`src/rtl/fighter_pkg.sv`:
```
// Shared types and default timing for the fighter action sequencer.
package fighter_pkg;

  typedef enum logic [2:0] {
    A_IDLE     = 3'd0,
    A_WALK_L   = 3'd1,
    A_WALK_R   = 3'd2,
    A_ATTACK   = 3'd3,
    A_DEFEND   = 3'd4,
    A_COOLDOWN = 3'd5
  } action_t;

  typedef enum logic [1:0] {
    PH_TITLE = 2'd0,
    PH_PLAY  = 2'd1,
    PH_OVER  = 2'd2
  } phase_t;

  localparam int unsigned ATK_FRAMES_DEF    = 6;
  localparam int unsigned ATK_HIT_FRAME_DEF = 3;
  localparam int unsigned COOL_FRAMES_DEF   = 4;
  localparam int unsigned WALK_LEN_DEF      = 8;
  localparam int unsigned ANIM_W_DEF        = 4;

  // Defense beats a fresh attack, which beats a single move key.
  function automatic action_t pick_action(
    input logic l,
    input logic r,
    input logic atk_edge,
    input logic def
  );
    action_t a;
    a = A_IDLE;
    if (def)
      a = A_DEFEND;
    else if (atk_edge)
      a = A_ATTACK;
    else if (l && !r)
      a = A_WALK_L;
    else if (r && !l)
      a = A_WALK_R;
    return a;
  endfunction

endpackage

```
`src/rtl/player_action_fsm.sv`:
```
// Per-player action state machine, stepped on frame_tick.
module player_action_fsm
  import fighter_pkg::*;
#(
  parameter int unsigned ATK_FRAMES    = ATK_FRAMES_DEF,
  parameter int unsigned ATK_HIT_FRAME = ATK_HIT_FRAME_DEF,
  parameter int unsigned COOL_FRAMES   = COOL_FRAMES_DEF,
  parameter int unsigned WALK_LEN      = WALK_LEN_DEF,
  parameter int unsigned ANIM_W        = ANIM_W_DEF
) (
  input  logic              Clk,
  input  logic              Reset_n,
  input  logic              frame_tick,
  input  logic              force_idle,
  input  logic              move_l,
  input  logic              move_r,
  input  logic              attack,
  input  logic              defense,
  output logic [2:0]        action,
  output logic [ANIM_W-1:0] anim,
  output logic              strike
);

  localparam logic [ANIM_W-1:0] ATK_LAST  = ANIM_W'(ATK_FRAMES - 1);
  localparam logic [ANIM_W-1:0] HIT_IDX   = ANIM_W'(ATK_HIT_FRAME);
  localparam logic [ANIM_W-1:0] COOL_LAST = ANIM_W'(COOL_FRAMES - 1);
  localparam logic [ANIM_W-1:0] WALK_LAST = ANIM_W'(WALK_LEN - 1);
  localparam logic [ANIM_W-1:0] ONE       = ANIM_W'(1);

  action_t           act_q, act_d;
  logic [ANIM_W-1:0] anim_q, anim_d;
  logic              strike_q, strike_d;
  logic              atk_prev_q, atk_prev_d;
  logic              atk_edge;
  action_t           pick;

  always_comb begin
    atk_edge   = attack & ~atk_prev_q;
    pick       = pick_action(move_l, move_r, atk_edge, defense);
    act_d      = act_q;
    anim_d     = anim_q;
    strike_d   = 1'b0;
    atk_prev_d = atk_prev_q;
    if (frame_tick) begin
      atk_prev_d = attack;
      unique case (act_q)
        A_ATTACK:
          act_d = (anim_q == ATK_LAST) ? A_COOLDOWN : A_ATTACK;
        A_COOLDOWN:
          act_d = (anim_q == COOL_LAST) ? pick : A_COOLDOWN;
        default:
          act_d = pick;
      endcase
      if (act_d != act_q) begin
        anim_d = '0;
      end else begin
        unique case (act_q)
          A_WALK_L, A_WALK_R:
            anim_d = (anim_q == WALK_LAST) ? '0 : anim_q + ONE;
          A_ATTACK, A_COOLDOWN:
            anim_d = anim_q + ONE;
          default:
            anim_d = '0;
        endcase
      end
      strike_d = (act_d == A_ATTACK) && (anim_d == HIT_IDX);
    end
    // Aborts any attack; key history keeps tracking so held keys stay held.
    if (force_idle) begin
      act_d    = A_IDLE;
      anim_d   = '0;
      strike_d = 1'b0;
    end
  end

  always_ff @(posedge Clk) begin
    if (!Reset_n) begin
      act_q      <= A_IDLE;
      anim_q     <= '0;
      strike_q   <= 1'b0;
      atk_prev_q <= 1'b1;
    end else begin
      act_q      <= act_d;
      anim_q     <= anim_d;
      strike_q   <= strike_d;
      atk_prev_q <= atk_prev_d;
    end
  end

  assign action = act_q;
  assign anim   = anim_q;
  assign strike = strike_q;

endmodule

```
`src/rtl/fighter_action_sequencer.sv`:
```
// Game-phase FSM plus two independent player action FSMs.
module fighter_action_sequencer
  import fighter_pkg::*;
#(
  parameter int unsigned ATK_FRAMES    = ATK_FRAMES_DEF,
  parameter int unsigned ATK_HIT_FRAME = ATK_HIT_FRAME_DEF,
  parameter int unsigned COOL_FRAMES   = COOL_FRAMES_DEF,
  parameter int unsigned WALK_LEN      = WALK_LEN_DEF,
  parameter int unsigned ANIM_W        = ANIM_W_DEF
) (
  input  logic              Clk,
  input  logic              Reset_n,
  input  logic              frame_tick,
  input  logic              p1_move_l,
  input  logic              p1_move_r,
  input  logic              p1_attack,
  input  logic              p1_defense,
  input  logic              p2_move_l,
  input  logic              p2_move_r,
  input  logic              p2_attack,
  input  logic              p2_defense,
  input  logic              start_key,
  input  logic              game_over,
  output logic [1:0]        phase,
  output logic              round_reset,
  output logic [2:0]        p1_action,
  output logic [2:0]        p2_action,
  output logic [ANIM_W-1:0] p1_anim,
  output logic [ANIM_W-1:0] p2_anim,
  output logic              p1_strike,
  output logic              p2_strike
);

  phase_t phase_q, phase_d;
  logic   rr_q, rr_d;
  logic   start_q, start_d;
  logic   start_edge;
  logic   force_idle;

  always_comb begin
    start_d    = start_key;
    start_edge = start_key & ~start_q;
    phase_d    = phase_q;
    unique case (phase_q)
      PH_TITLE: if (start_edge) phase_d = PH_PLAY;
      PH_PLAY:  if (game_over)  phase_d = PH_OVER;
      PH_OVER:  if (start_edge) phase_d = PH_PLAY;
      default:  phase_d = PH_TITLE;
    endcase
    rr_d = (phase_d == PH_PLAY) && (phase_q != PH_PLAY);
  end

  always_ff @(posedge Clk) begin
    if (!Reset_n) begin
      phase_q <= PH_TITLE;
      rr_q    <= 1'b0;
      start_q <= 1'b1;
    end else begin
      phase_q <= phase_d;
      rr_q    <= rr_d;
      start_q <= start_d;
    end
  end

  assign force_idle  = (phase_q != PH_PLAY) | rr_q;
  assign phase       = phase_q;
  assign round_reset = rr_q;

  player_action_fsm #(
    .ATK_FRAMES   (ATK_FRAMES),
    .ATK_HIT_FRAME(ATK_HIT_FRAME),
    .COOL_FRAMES  (COOL_FRAMES),
    .WALK_LEN     (WALK_LEN),
    .ANIM_W       (ANIM_W)
  ) u_p1 (
    .Clk       (Clk),
    .Reset_n   (Reset_n),
    .frame_tick(frame_tick),
    .force_idle(force_idle),
    .move_l    (p1_move_l),
    .move_r    (p1_move_r),
    .attack    (p1_attack),
    .defense   (p1_defense),
    .action    (p1_action),
    .anim      (p1_anim),
    .strike    (p1_strike)
  );

  player_action_fsm #(
    .ATK_FRAMES   (ATK_FRAMES),
    .ATK_HIT_FRAME(ATK_HIT_FRAME),
    .COOL_FRAMES  (COOL_FRAMES),
    .WALK_LEN     (WALK_LEN),
    .ANIM_W       (ANIM_W)
  ) u_p2 (
    .Clk       (Clk),
    .Reset_n   (Reset_n),
    .frame_tick(frame_tick),
    .force_idle(force_idle),
    .move_l    (p2_move_l),
    .move_r    (p2_move_r),
    .attack    (p2_attack),
    .defense   (p2_defense),
    .action    (p2_action),
    .anim      (p2_anim),
    .strike    (p2_strike)
  );

endmodule

```
`config.mk`:
```
export PLATFORM = sky130hd
export DESIGN_NAME = fighter_action_sequencer
export DESIGN_NICKNAME = d
export VERILOG_FILES = /design/src/rtl/fighter_pkg.sv /design/src/rtl/player_action_fsm.sv /design/src/rtl/fighter_action_sequencer.sv
export SDC_FILE = /design/constraint.sdc
export NUM_CORES = 1
export LEC_CHECK = 0
export BUFFER_PORTS_ARGS = -buffer_cell sky130_fd_sc_hd__clkbuf_2
export CAP_MARGIN = 10
export CELL_PAD_IN_SITES_DETAIL_PLACEMENT = 0
export CELL_PAD_IN_SITES_GLOBAL_PLACEMENT = 1
export CORE_UTILIZATION = 42
export DETAILED_ROUTE_END_ITERATION = 16
export PLACE_DENSITY = 0.83
export SYNTH_ARGS = -nofsm -noshare
export SYNTH_HDL_FRONTEND = slang
export SYNTH_SLANG_ARGS = --single-unit
```
`constraint.sdc`:
```
create_clock -name Clk -period 3.23 [get_ports Clk]
set_input_delay 0.1615 -clock Clk [delete_from_list [all_inputs] [get_ports Clk]]
set_output_delay 0.1615 -clock Clk [all_outputs]
set_load 0.005 [all_outputs]
```
Word level (Yosys, flattened, before mapping). Cells that the tools add are included.

Equality and inequality tests: 24. $lt $le $gt $ge: 0. Muxes and demuxes: 27. Reduce and logical (&&, ||, !) cells: 19. $mul: 0. Shifts and indexed selects: 0. Bitwise gates (word level): 9. Divide/modulo/power cells: 0. $add $sub $neg: 2.

Operators by type and width (count): 3-bit 2-to-1 mux (12); 4-bit 2-to-1 mux (6); 3-bit by 2-bit == test with 1-bit output (second input constant) (6); 4-bit by 2-bit == test with 1-bit output (second input constant) (4); 4-bit by 3-bit == test with 1-bit output (second input constant) (4); 4-bit one-hot mux with 2 select lines (2); 3-bit one-hot mux with 2 select lines (2); 2-bit OR reduction (6); 4-bit by 1-bit adder with 4-bit output (second input constant) (2); 2-bit 2-to-1 mux (4); 1-bit logical AND (7); 3-bit by 1-bit == test with 1-bit output (second input constant) (2); 3-bit == test (second input constant) (2); 3-bit inequality test (2); 1-bit inverter (5); 2-bit by 1-bit == test with 1-bit output (second input constant) (2); 1-bit zero test (4); 2-bit one-hot mux with 2 select lines (1); 1-bit bitwise AND (3); 3-bit OR reduction (1); 2-bit == test (second input constant) (1); 2-bit zero test (1); 2-bit by 1-bit inequality test with 1-bit output (second input constant) (1); 1-bit OR (1).

Bits in writable memories: 0. Memory bits (read-only): 0. Register bits after elaboration: 22. Memories: 0. Latch bits: 0. Output and inout bits: 19.

Longest topological paths before layout.
Depth after elaboration: 14. Mapped depth: 8.

Cells and area by module. From an unflattened synthesis, not the netlist that was laid out.

Cells, all modules: 180. Area, all modules: 1589.0 um^2.

Modules (own cells, without submodules): player_action_fsm (sequential area each 180.2 um^2, instances 2, area each 720.7 um^2, cells each 83); fighter_action_sequencer (sequential area each 80.1 um^2, instances 1, area each 147.6 um^2, cells each 14).

Worst setup path before layout. OpenSTA, ideal clock, no wires.

Kind: register to register. From: reg u_p1.anim_q[0] (netlist: u_p1.anim[0]). To: reg u_p1.anim_q[2] (netlist: u_p1.anim[2]). Cell stages (with the launch flop): 8. Slack: 1480 ps. Library setup time: 117 ps. Data required time: 3113 ps. Clock period less this slack: 1750 ps. Buffers on the path: 0. Arrival time: 1632 ps. Path through: dfxtp_1 > ha_1 > nor3b_1 > nor3_1 > o32ai_1 > a21oi_1 > nor2b_1 > a32o_1.

Word-level cells in the longest chain between the ends: 7. Elaborated cells between the ends (all ways): 13.

Ends and longest elaborated chain: start, declared (line player_action_fsm.sv:31) `logic [ANIM_W-1:0] anim_q, anim_d;`; start signal, assigned (line player_action_fsm.sv:84) `anim_q <= anim_d;`; 4-bit by 2-bit == test with 1-bit output or 4-bit by 3-bit == test with 1-bit output (tied branches) (line player_action_fsm.sv:50, player_action_fsm.sv:48); 3-bit 2-to-1 mux, on equally long branches (line player_action_fsm.sv:50, player_action_fsm.sv:48); 3-bit one-hot mux with 2 select lines (line player_action_fsm.sv:46) `unique case (act_q)`; 3-bit 2-to-1 mux (line player_action_fsm.sv:44) `if (frame_tick) begin`; 3-bit inequality test (line player_action_fsm.sv:54) `if (act_d != act_q) begin`; 4-bit 2-to-1 mux * (line player_action_fsm.sv:54); 4-bit 2-to-1 mux * (line player_action_fsm.sv:44).

Mark *: on every way between the ends. The rest lies on a longest branch, timed or not. The select of a mux whose other input is x is not followed. A chain may end at the register's enable or synchronous reset.

Worst setup path after layout. Same ends and word-level chain as after synthesis.

==> results.rst <==
.. list-table::
   :header-rows: 1

   * - Metric
     - Value
   * - Wire length of the first global-routing pass
     - 4640 um
   * - Final Routed Wirelength
     - 2830 um
   * - Biggest area contributors in the synthesized netlist
     - sky130_fd_sc_hd__dfxtp_1 (32%), sky130_fd_sc_hd__nand2_1 (5.7%), sky130_fd_sc_hd__nand2b_1 (4.5%)
   * - Buffer count from post-CTS setup fixing
     - 0
   * - Antenna-violating nets left
     - 0
   * - CTS H-Tree Depth
     - 1
   * - Setup WS post-layout
     - 1.23 ns
   * - Achievable clock frequency
     - 499 MHz
   * - Die Y-Extent
     - 59.4 um
   * - Synth Flop Type
     - sky130_fd_sc_hd__dfxtp_1
   * - Area of combinational cells with multiple inputs
     - 872 sq um
   * - Arrival time worst endpoint
     - 2.21 ns
   * - Total gr overflow
     - 0
   * - Mean Syn Cell Area
     - 8.53 sq um
   * - Top fanout value on the critical path
     - 7
   * - Area of all sequential standard cells
     - 440 sq um
   * - Worst-margin pin slew
     - 0.915 ns
   * - Io pins
     - 32
   * - Number of nets in the synthesized netlist
     - 179
   * - Worst rel slew slack
     - 38.9%
   * - Share of cells above drive strength 1
     - 24.6%
   * - Chip Width
     - 59.4 um
   * - Critical path class
     - reg2reg
   * - Endpoint type of the worst setup path
     - register
   * - Placed instance area
     - 1550 sq um
   * - Clock buffer count from CTS
     - 3
   * - Hold violation count in the final report
     - 0
   * - Pwr dens
     - 299 nW/um^2
   * - Setup repair after global routing missed its margin
     - false
   * - Inserted Diodes
     - 0
   * - Number of synthesized flops with an enable pin
     - 0
   * - Resized Gates After CTS
     - 0
   * - Worst EP required
     - 3.44 ns
   * - Worst Hold Class
     - in2reg
   * - Total Die Area
     - 3520 sq um
   * - Final HPWL DP
     - 2200 um
   * - Total via count in the routed design
     - 1253
   * - Min Tclk post-route
     - 2.00 ns
   * - Total leakage power
     - 0.623 nW
   * - Count of distinct cell types in the synthesized netlist
     - 51
   * - Fill cell total of the finished layout
     - 309
   * - Maximum buffer depth of the clock tree
     - 2
   * - Buffers on Ports
     - 31
   * - Highest ir drop seen on vdd
     - 0.137 mV
   * - Summed instance area of the synthesized netlist
     - 1380 sq um
   * - Core utilization of the finished layout
     - 51.6%
   * - Max-cap violations
     - 0
   * - Pre-CTS WS
     - 1.21 ns
   * - TritonRoute pass-1 iters
     - 4
   * - Setup Total Neg Slack
     - 0 ns
   * - Fraction of registers with async set or reset after synthesis
     - 0%
   * - Number of design rule violations left after detail routing
     - 0
   * - # rows
     - 20
   * - Number of vias per cell
     - 5.33
   * - Number of DRC violations after detailed-routing iteration 0
     - 48
   * - Category of the worst setup path launch point
     - register
   * - Seq cells post-synth
     - 22
   * - Hold Buf Count CTS
     - 0
   * - Post-synth top cells
     - sky130_fd_sc_hd__dfxtp_1 (22), sky130_fd_sc_hd__nand2_1 (21), sky130_fd_sc_hd__nand2b_1 (10)
   * - Worst setup skew after layout
     - 0.00215 ns
   * - Clock tree from TritonCTS
     - yes
   * - Area of all placed cells without fillers
     - 1590 sq um
   * - Outcome
     - finished clean
   * - Antenna violations before repair
     - 0
   * - Clock latency on the worst-skew pair
     - 0.30 ns
   * - Synthesized instance count
     - 162
   * - Relative area change from synthesis to final layout
     - 15.0%
   * - Share of the yosys chip area belonging to registers
     - 31.9%
   * - Clock tree root buffer cell
     - sky130_fd_sc_hd__clkbuf_4
   * - Number of endpoints failing setup at the final stage
     - 0
   * - Dominant cell type by area after synthesis
     - sky130_fd_sc_hd__dfxtp_1
   * - Clock transition at the register clock pins on the worst setup and hold paths after CTS
     - 0.12 ns
   * - Syn. warnings
     - 0
   * - Largest net degree at the start of global routing
     - 15
   * - Initial standard-cell utilization of the core
     - 44.9%
   * - Gpl congestion
     - 0.784
   * - Clock sink total
     - 22
   * - Wirelength per Cell
     - 12.1 um
   * - Overall track demand over capacity in global routing
     - 17.3%
   * - Layout net count
     - 209
   * - Post-route clock period utilization
     - 62.0%
   * - Placeable core region
     - 3080 sq um
   * - Vias in the first global route
     - 1069
   * - Pins Over Slew Limit
     - 0
   * - Count leader, synth
     - sky130_fd_sc_hd__dfxtp_1
   * - Yosys top cell area share
     - 31.9%
==> per-layer routing <==
layer / GRT usage (%) / wire length [um] / up-vias
li1: - / - / 643
met1: 23.0 / 1340 / 582
met2: 28.4 / 1360 / 26
met3: 2.62 / 105 / 2
met4: 6.12 / 20 / 0
met5: 0 / 0 / -
==> state kept, by name, indices dropped and copies added, names as in the netlist <==
name	count
u_p2.action	3
u_p1.action	3
u_p1.anim	4
phase	2
u_p2.strike	1
u_p2.anim	4
u_p2.atk_prev_q	1
round_reset	1
start_q	1
u_p1.atk_prev_q	1
u_p1.strike	1
==> path summary, 6_finish.rpt <==
| path | end | startpoint | slack [ns] | depth (start not counted) |
|---|---|---|---|---|
| max | u_p1.anim[2] | u_p1.anim[0] | 1.23 | 6 |
| min | start_q | start_key | 0.06 | 2 |
| max reg2reg | u_p1.anim[2] | u_p1.anim[0] | 1.23 | 6 |
| min reg2reg | u_p1.atk_prev_q | u_p1.atk_prev_q | 0.48 | 2 |
==> critical path: stages (launching register included) <==
cell and delay, ns:
sky130_fd_sc_hd__dfxtp_1 0.46, sky130_fd_sc_hd__ha_1 0.25, sky130_fd_sc_hd__nor3b_1 0.27, sky130_fd_sc_hd__nor3_1 0.12, sky130_fd_sc_hd__a211oi_1 0.45, sky130_fd_sc_hd__nor2b_1 0.12, sky130_fd_sc_hd__a32o_1 0.23
==> cell usage in the layout (no fill, tap or decap), drive strengths merged, types with 2 or more instances in the layout <==
cell | netlist | final
a211oi | 3 | 3
a21o | 2 | 2
a21oi | 8 | 8
a221oi | 3 | 3
a31oi | 3 | 3
and2 | 2 | 2
clkbuf | 2 | 35
dfxtp | 22 | 22
ha | 4 | 4
inv | 8 | 8
mux2i | 2 | 2
nand2 | 21 | 21
nand2b | 12 | 12
nand3 | 3 | 3
nand3b | 5 | 5
nand4b | 2 | 2
nor2 | 5 | 5
nor2b | 4 | 4
nor3 | 5 | 5
nor3b | 4 | 4
o21ai | 12 | 12
o31ai | 3 | 3
xnor2 | 3 | 3
xor2 | 2 | 2
==> cell families (layout without fill, tap and decap cells) <==
logic type | count (synthesis) | in the layout | synth area share [%]
buffers and inverters | 14 | 43 | 4.98
flip-flops | 22 | 22 | 31.9
adder cells (fa/ha/maj) | 4 | 4 | 3.62
AND/OR/NAND/NOR | 68 | 68 | 28.6
multiplexers | 3 | 3 | 2.26
XOR/XNOR | 5 | 5 | 3.17
AO/OA/AOI/OAI | 46 | 46 | 25.5
==> layout make-up <==
type | count | area share [%]
timing repair buffer | 31 | 9.76
inverter | 8 | 1.89
multi-input combinational | 126 | 54.9
clock buffer | 4 | 2.28
sequential | 22 | 27.7
tap | 44 | 3.46
==> through the flow <==
stage	hold slack, ns	std cells	total power (W)
global placement	0.365	231	0.000331
floorplan	0.223	162	0.000316
detailed placement	0.369	231	0.000332
finish	0.0561	235	0.000474
CTS	0.0427	235	0.000483
global route	0.0392	235	0.000496
==> power by group <==
part,switching [W],internal [W]
Sequential,0.00000273,0.000275
Combinational,0.0000246,0.0000242
Clock,0.0000793,0.0000687
No activity file was read; power rests on OpenSTA's default activity.
